===== src/rtl/hline_motion_ctrl.sv =====
// hline_motion_ctrl
//   Motion controller that sits in front of the loadable up/down counter
//   holding the horizontal line's Y coordinate. It turns the per-frame tick,
//   the user controls and the counter's limit flags into one-cycle UP/DW/LD
//   strobes. It covers start/load, speed division, pause with manual nudge,
//   and either bounce or hold behaviour at the limits.
//
// Handshake: there is no valid/ready pair. Every control input is sampled on
//   the rising edge of clk. Each strobe output is a registered pulse that is
//   high for exactly one cycle. That cycle is the one after the causing input
//   was sampled. The counter consumes a strobe in the cycle it is high.
//
// Ports
//   clk        system clock, rising edge
//   reset      asynchronous active-low reset
//   frame      one-cycle tick per video frame
//   start      pulse: load the counter and run
//   stop       pulse: return to IDLE
//   pause      level: freeze motion while running
//   nudge_up   pulse: single up step while paused
//   nudge_dn   pulse: single down step while paused
//   rate       step every rate+1 frames
//   at_top     counter at upper limit
//   at_bottom  counter at lower limit
//   UP/DW/LD   increment / decrement / load strobes
//   dir        current direction (1 = up)
//   moving     high while in RUN
//   bounces    saturating count of reversals since the last load
//   dbg_state  current FSM state (IDLE=0, LOAD=1, RUN=2, PAUSE=3)
module hline_motion_ctrl #(
  parameter int RATE_W = 4,
  parameter int BNC_W  = 8,
  parameter bit BOUNCE = 1'b1
) (
  input  logic              clk,
  input  logic              reset,
  input  logic              frame,
  input  logic              start,
  input  logic              stop,
  input  logic              pause,
  input  logic              nudge_up,
  input  logic              nudge_dn,
  input  logic [RATE_W-1:0] rate,
  input  logic              at_top,
  input  logic              at_bottom,
  output logic              UP,
  output logic              DW,
  output logic              LD,
  output logic              dir,
  output logic              moving,
  output logic [BNC_W-1:0]  bounces,
  output logic [1:0]        dbg_state
);

  typedef enum logic [1:0] {
    S_IDLE  = 2'd0,
    S_LOAD  = 2'd1,
    S_RUN   = 2'd2,
    S_PAUSE = 2'd3
  } state_t;

  state_t              state_q, state_d;
  logic                up_q, up_d;
  logic                dw_q, dw_d;
  logic                ld_q, ld_d;
  logic                dir_q, dir_d;
  logic                moving_q, moving_d;
  logic [RATE_W-1:0]   div_q, div_d;
  logic [BNC_W-1:0]    bnc_q, bnc_d;
  logic [BNC_W-1:0]    bnc_inc;

  assign bnc_inc = (bnc_q == {BNC_W{1'b1}}) ? bnc_q : bnc_q + BNC_W'(1);

  always_comb begin
    state_d = state_q;
    up_d    = 1'b0;
    dw_d    = 1'b0;
    ld_d    = 1'b0;
    dir_d   = dir_q;
    div_d   = div_q;
    bnc_d   = bnc_q;
    if (stop) begin
      // Stop wins over everything. Any step due this cycle is dropped.
      // Direction and the bounce count are kept.
      state_d = S_IDLE;
    end else if (start) begin
      // Loading also re-arms direction, the divider and the bounce count.
      // Because this happens on entry, the LOAD cycle already shows them.
      state_d = S_LOAD;
      ld_d    = 1'b1;
      dir_d   = 1'b1;
      div_d   = '0;
      bnc_d   = '0;
    end else begin
      case (state_q)
        S_IDLE:  state_d = S_IDLE;
        S_LOAD:  state_d = S_RUN;
        S_RUN: begin
          if (pause) begin
            state_d = S_PAUSE;
          end else if (frame) begin
            if (div_q == rate) begin
              div_d = '0;
              if (!(at_top && at_bottom)) begin
                if (dir_q) begin
                  if (!at_top) begin
                    up_d = 1'b1;
                  end else if (BOUNCE) begin
                    dir_d = 1'b0;
                    dw_d  = 1'b1;
                    bnc_d = bnc_inc;
                  end
                end else begin
                  if (!at_bottom) begin
                    dw_d = 1'b1;
                  end else if (BOUNCE) begin
                    dir_d = 1'b1;
                    up_d  = 1'b1;
                    bnc_d = bnc_inc;
                  end
                end
              end
            end else begin
              div_d = div_q + RATE_W'(1);
            end
          end
        end
        S_PAUSE: begin
          if (!pause) state_d = S_RUN;
          // Nudges are honoured only while pause is still held. This keeps a
          // nudge strobe out of the first RUN cycle. The up_q/dw_q guard
          // stops back-to-back nudges from giving a two-cycle strobe.
          if (pause && (nudge_up ^ nudge_dn) && !up_q && !dw_q) begin
            if (nudge_up && !at_top)    up_d = 1'b1;
            if (nudge_dn && !at_bottom) dw_d = 1'b1;
          end
        end
        default: state_d = S_IDLE;
      endcase
    end
    moving_d = (state_d == S_RUN);
  end

  always_ff @(posedge clk or negedge reset) begin
    if (!reset) begin
      state_q  <= S_IDLE;
      up_q     <= 1'b0;
      dw_q     <= 1'b0;
      ld_q     <= 1'b0;
      dir_q    <= 1'b1;
      moving_q <= 1'b0;
      div_q    <= '0;
      bnc_q    <= '0;
    end else begin
      state_q  <= state_d;
      up_q     <= up_d;
      dw_q     <= dw_d;
      ld_q     <= ld_d;
      dir_q    <= dir_d;
      moving_q <= moving_d;
      div_q    <= div_d;
      bnc_q    <= bnc_d;
    end
  end

  assign UP        = up_q;
  assign DW        = dw_q;
  assign LD        = ld_q;
  assign dir       = dir_q;
  assign moving    = moving_q;
  assign bounces   = bnc_q;
  assign dbg_state = state_q;

endmodule

===== config.mk =====
export PLATFORM = sky130hd
export DESIGN_NAME = hline_motion_ctrl
export DESIGN_NICKNAME = d
export VERILOG_FILES = /design/src/rtl/hline_motion_ctrl.sv
export SDC_FILE = /design/constraint.sdc
export NUM_CORES = 1
export LEC_CHECK = 0
export CORE_UTILIZATION = 47
export CTS_CLUSTER_SIZE = 25
export DETAILED_ROUTE_END_ITERATION = 7
export HOLD_SLACK_MARGIN = 0.12
export PLACE_DENSITY = 0.77
export SYNTH_ARGS = -nofsm -noshare
export SYNTH_HDL_FRONTEND = slang
export SYNTH_SLANG_ARGS = --single-unit

===== constraint.sdc =====
create_clock -name clk -period 1.85 [get_ports clk]
set_input_delay 0.37 -clock clk [delete_from_list [all_inputs] [get_ports clk]]
set_output_delay 0.37 -clock clk [all_outputs]
set_load 0.05 [all_outputs]

; Word level (Yosys, flattened, before mapping)
; Cells that the tools add are included.
[word_totals]
word_cells = 91
inputBits = 14
regBits = 19
out_inout_bits = 15
[classes]
n_bitwise = 2
n_addsub = 2
reduce_logical = 18
eq_ne = 9
mux = 52
[ops]
columns = cell, count
row1 = $mux 8, 10
row2 = $mux 1, 30
row3 = $mux 4, 5
row4 = $add 8x1->8 const B, 1
row5 = $eq 8x8->1 const B, 1
row6 = $mux 2, 4
row7 = $pmux 2 s4, 1
row8 = $reduce_and 8->1, 1
row9 = $eq 2x2->1 const B, 3
row10 = $logic_and 1x1->1, 6
row11 = $reduce_and 6->1, 1
row12 = $reduce_bool 2->1, 3
row13 = $add 4x1->4 const B, 1
row14 = $eq 4x4->1, 1
row15 = $logic_not 1->1, 4
row16 = $ne 2x2->1 const B, 2
row17 = $pmux 1 s2, 2
row18 = $reduce_and 4->1, 1
row19 = $ne 3x3->1 const B, 1
row20 = $reduce_bool 3->1, 1
row21 = $eq 2x1->1 const B, 1
row22 = $logic_not 2->1, 1
row23 = $not 1->1, 1
row24 = $xor 1x1->1, 1

; Logic depth before layout (Yosys ltp)
[logic_depth]
depth_word = 10
ltp_mapped = 6
depth_no_buf = 6

; Worst setup path after synthesis
; OpenSTA, ideal clock, no wires.
[synth_timing]
path_kind = register to register
from = register bnc_q[0], in the netlist bounces[0]
to = register bnc_q[2], in the netlist bounces[2]
period_less_slack_ns = 1.919
path_buffers = 0
stages_incl_launch_ff = 7
t_arrival_ns = 1.855
setup_slack_ns = -0.069
required_ns = 1.786
setup_time_ns = 0.064
cell_sequence = dfrtp_1 -> ha_1 -> and3_1 -> nand3_1 -> and2_1 -> a311oi_1 -> a31o_2
[synth_between]
elab_chain_cells = 10
elab_cells_between_ends = 12
cone_classes = add/sub: 1 / eq/ne: 1 / mux: 10
[synth_lines]
columns = item, line
row1 = from (decl), 69  ; logic [BNC_W-1:0] bnc_q, bnc_d;
row2 = from (signal assigned), 162  ; bnc_q <= bnc_d;
row3 = $add 8x1->8 or $eq 8x8->1 (tied branches), 72  ; assign bnc_inc = (bnc_q == {BNC_W{1'b1}}) ? bnc_q : bnc_q + BNC_W'(1);
row4 = $mux 8 (*), 72
row5 = "$mux 8, on equally long branches", "114, 106"
row6 = $mux 8 (*), 105  ; if (dir_q) begin
row7 = $mux 8 (*), 104  ; if (!(at_top && at_bottom)) begin
row8 = $mux 8 (*), 102  ; if (div_q == rate) begin
row9 = $mux 8 (*), 101  ; end else if (frame) begin
row10 = $mux 8 (*), 99  ; if (pause) begin
row11 = $mux 8 (*), 95  ; case (state_q)
row12 = $mux 8 (*), 86  ; end else if (start) begin
; Every way passes the cells marked *; elsewhere a longest branch is shown, timed or not. The select of a mux whose other input is x is not followed.
; A chain may end at the register's enable or synchronous reset.

; Worst setup path in the final report
[layout_timing]
from = register moving_q, in the netlist moving
to = output moving
[layout_lines]
columns = item, line
row1 = from (decl), 67  ; logic moving_q, moving_d;
row2 = from (signal assigned), 160  ; moving_q <= moving_d;
row3 = to (decl), 50  ; output logic moving,
; No word-level cell between the ends.

==> results.md <==
- Yosys cell types: 41
- Area grow syn2layout: 44.3%
- Post-CTS Resized: 0
- Via count: 1119
- Post-DP HPWL: 2170 um
- Period utilization: 0.962
- LEAKAGE: 0.699 nW
- Vias per cell: roughly 5.7
- Clock Latency Late Sink: 0.29 ns
- Final Hold Slack: 0.400 ns
- H-Tree Depth: 1
- WP buf/inv: 1
- Total grt overflow: 0
- Worst reg-to-reg setup slack: 0.17 ns
- Die Y: 50.0 um
- Clock sinks: 19
- Final layout net count: between 150 and 200
- Sw Pwr: 0.265 mW
- CTS tree: yes
- Startpoint Class: register
- Worst r2r src: div_q[0]
- Clock Tree Root: clkbuf_4
- CP delay by family, top: buffers and inverters
- GR Util All Layers: 0.262
- Synthesized Nets: 132
- Synth Cell Area: 0.00108 sq mm
- Syn Inst Count: 116
- CP Max Fanout: 1
- WP data required: 1.48 ns
- Hold-fix buffers, CTS: 0
- Num CTS Buffers: 3
- Initial antenna violation count: 0
- Final setup violation count: 0
- I/O pins: 29
- RSZ-0062 raised after global routing: false
- R2r endpoint: DW
- Flops & latches, synth: 19
- Port Buf Inserts: 28
- Global-route wire length before repair: 4980 um
- N_diodes: 0
- CP peak stage delay: 0.79 ns
- Sequential element share of the synthesized area: 0.441
- Internal: 0.634 mW
- Clock power share: 0.229
- Main synth FF type: dfrtp_1
- Rows: 17
- Switching share of power: 0.295
- Reg clk slew, reported paths: 0.11 ns
- Power Dens Cells: 577 mW/mm^2
- Async S/R FF share, synth: 1.00
- First DRT Iteration DRCs: 54
- CP Cell Sequence: clkdlybuf4s50_1
- Width of the die: around 50 um
- Worst-Margin Slew: 0.490 ns
- Highest clock rate: ~560 MHz
- Drt total wl: 2760 um
- Post-route ant nets: 0
- Max Clock Skew: 0.00399 ns
- Gp weighted congestion: about 0.95
- Post-synth EDFFs: 0
- Die area: 0.00250 sq mm
- Pin count of the biggest net entering global routing: 20
- Min cycle time layout: 1.78 ns
- Maximum VDD drop: between 0.0004 and 0.0005 V
- Worst path slowest cell: clkdlybuf4s50_1
- WL/cell: 14.2 um
- Starting density of the core: 0.493
- Slew Limit Fails: 0
- Relative slew slack: 0.672
- DRT Pass-1 Iters: 4
- Post-synthesis average cell area: roughly 9.3 sq um
- Worst reg2reg path depth: 6
- Hold Path Class: input pin to async pin
- Vias in the first global route: 1100
- Core box area: 0.00219 sq mm
- Status: completed
- Layout cells sized above 1: 0.293
- Logic pwr share: 0.254
- Yosys warning total: 0
- Setup Crit Path Kind: register to output pin
- CP endpoint kind: output pin
- Critical Path AT: between 1 and 1.5 ns
- Inst Count DP: around 190
- Part of the power in registers: 0.517
- Non-filler cells, final: 195
- Final Hold Viols: 0
- Worst-case clock buffer depth: 2
- Buffers inserted by post-CTS timing repair: 0
- Residual DRC count: 0
- MaxCap Viol Count: 0
cells in the mapped netlist, drive strengths merged, types with 2 or more instances:
cell,number,share of area
dfrtp,18,0.42
nand2,13,0.047
nor2,10,0.035
a21oi,7,0.036
o21ai,7,0.032
inv,6,0.021
nand3,6,0.028
xnor2,5,0.041
and3,4,0.023
a31oi,3,0.017
nand4,3,0.017
ha,2,0.023
nor4,2,0.012
o22a,2,0.016
o311ai,2,0.016
o31ai,2,0.014
o32a,2,0.019
placed cells by master, fill, tap and decap left out, types with 3 or more instances in the layout:
cell,Yosys,final
clkbuf_4,0,3
and3_1,4,4
nor2_1,10,10
nand3_1,6,5
o21ai_0,7,7
clkdlybuf4s50_1,0,14
xnor2_1,5,5
dfrtp_1,18,16
inv_1,6,6
nand2_1,12,12
buf_4,0,33
nand4_1,3,3
a21oi_1,6,6
a31oi_1,3,3
worst max-delay path by stage:
stage	slack (ns)	depth (start not counted)	endpoint	from
after floorplan	0.10	6	bounces[2]	bounces[0]
after global placement	-0.17	6	bounces[5]	at_bottom
after detailed placement	-0.18	6	bounces[5]	at_bottom
after CTS	0.06	1	moving	moving
after global routing	0.009	6	bounces[4]	at_bottom
final	0.07	1	moving	moving
cell type report:
cell class	instances	area, sq um
Timing Repair Buffer	48	408
Fill cell	183	631
Sequential cell	19	479
Inverter	6	22.5
Clock buffer	4	26.3
Tap cell	28	35.0
Multi-Input combinational cell	90	589
flip-flops by register name, indices dropped and copies added (netlist names):
name / cells
dir: 1
DW: 1
moving: 1
bounces: 8
dbg_state: 2
div_q: 4
LD: 1
UP: 1
kinds of logic after synthesis:
group	count (synthesis)	share of synthesized area
AO/OA/AOI/OAI	35	0.235
XOR/XNOR	6	0.0486
adder cells (fa/ha/maj)	2	0.0231
buffers and inverters	7	0.0243
flip-flops	19	0.441
AND/OR/NAND/NOR	47	0.228
power by group through the flow:
stage	sequential [mW]	combinational (mW)	clock (mW)
finish	0.465	0.229	0.206
global route	0.469	0.249	0.229
CTS	0.465	0.229	0.213
detailed placement	0.473	0.228	0
global placement	0.472	0.221	0
floorplan	0.494	0.0831	0
layer usage:
metal  GRT usage  share of wire
met1       0.329           0.43
met2       0.462           0.53
met4      0.0905         0.0058
met5           0              0
met3      0.0278          0.039
metrics by stage:
| stage | worst slack (ns) | setup TNS (ns) | total power, mW | util | instance area (sq um) |
|---|---|---|---|---|---|
| after floorplan | 0.101 | 0 | 0.577 | - | 1080 |
| after global placement | -0.165 | -1.06 | 0.693 | 0.695 | 1520 |
| after detailed placement | -0.178 | -1.46 | 0.701 | 0.695 | 1520 |
| after CTS | 0.0597 | 0 | 0.907 | 0.707 | 1550 |
| after global routing | 0.00891 | 0 | 0.948 | 0.712 | 1560 |
| final | 0.0706 | 0 | 0.900 | 0.712 | 1560 |
No activity file was read; power rests on OpenSTA's default activity.
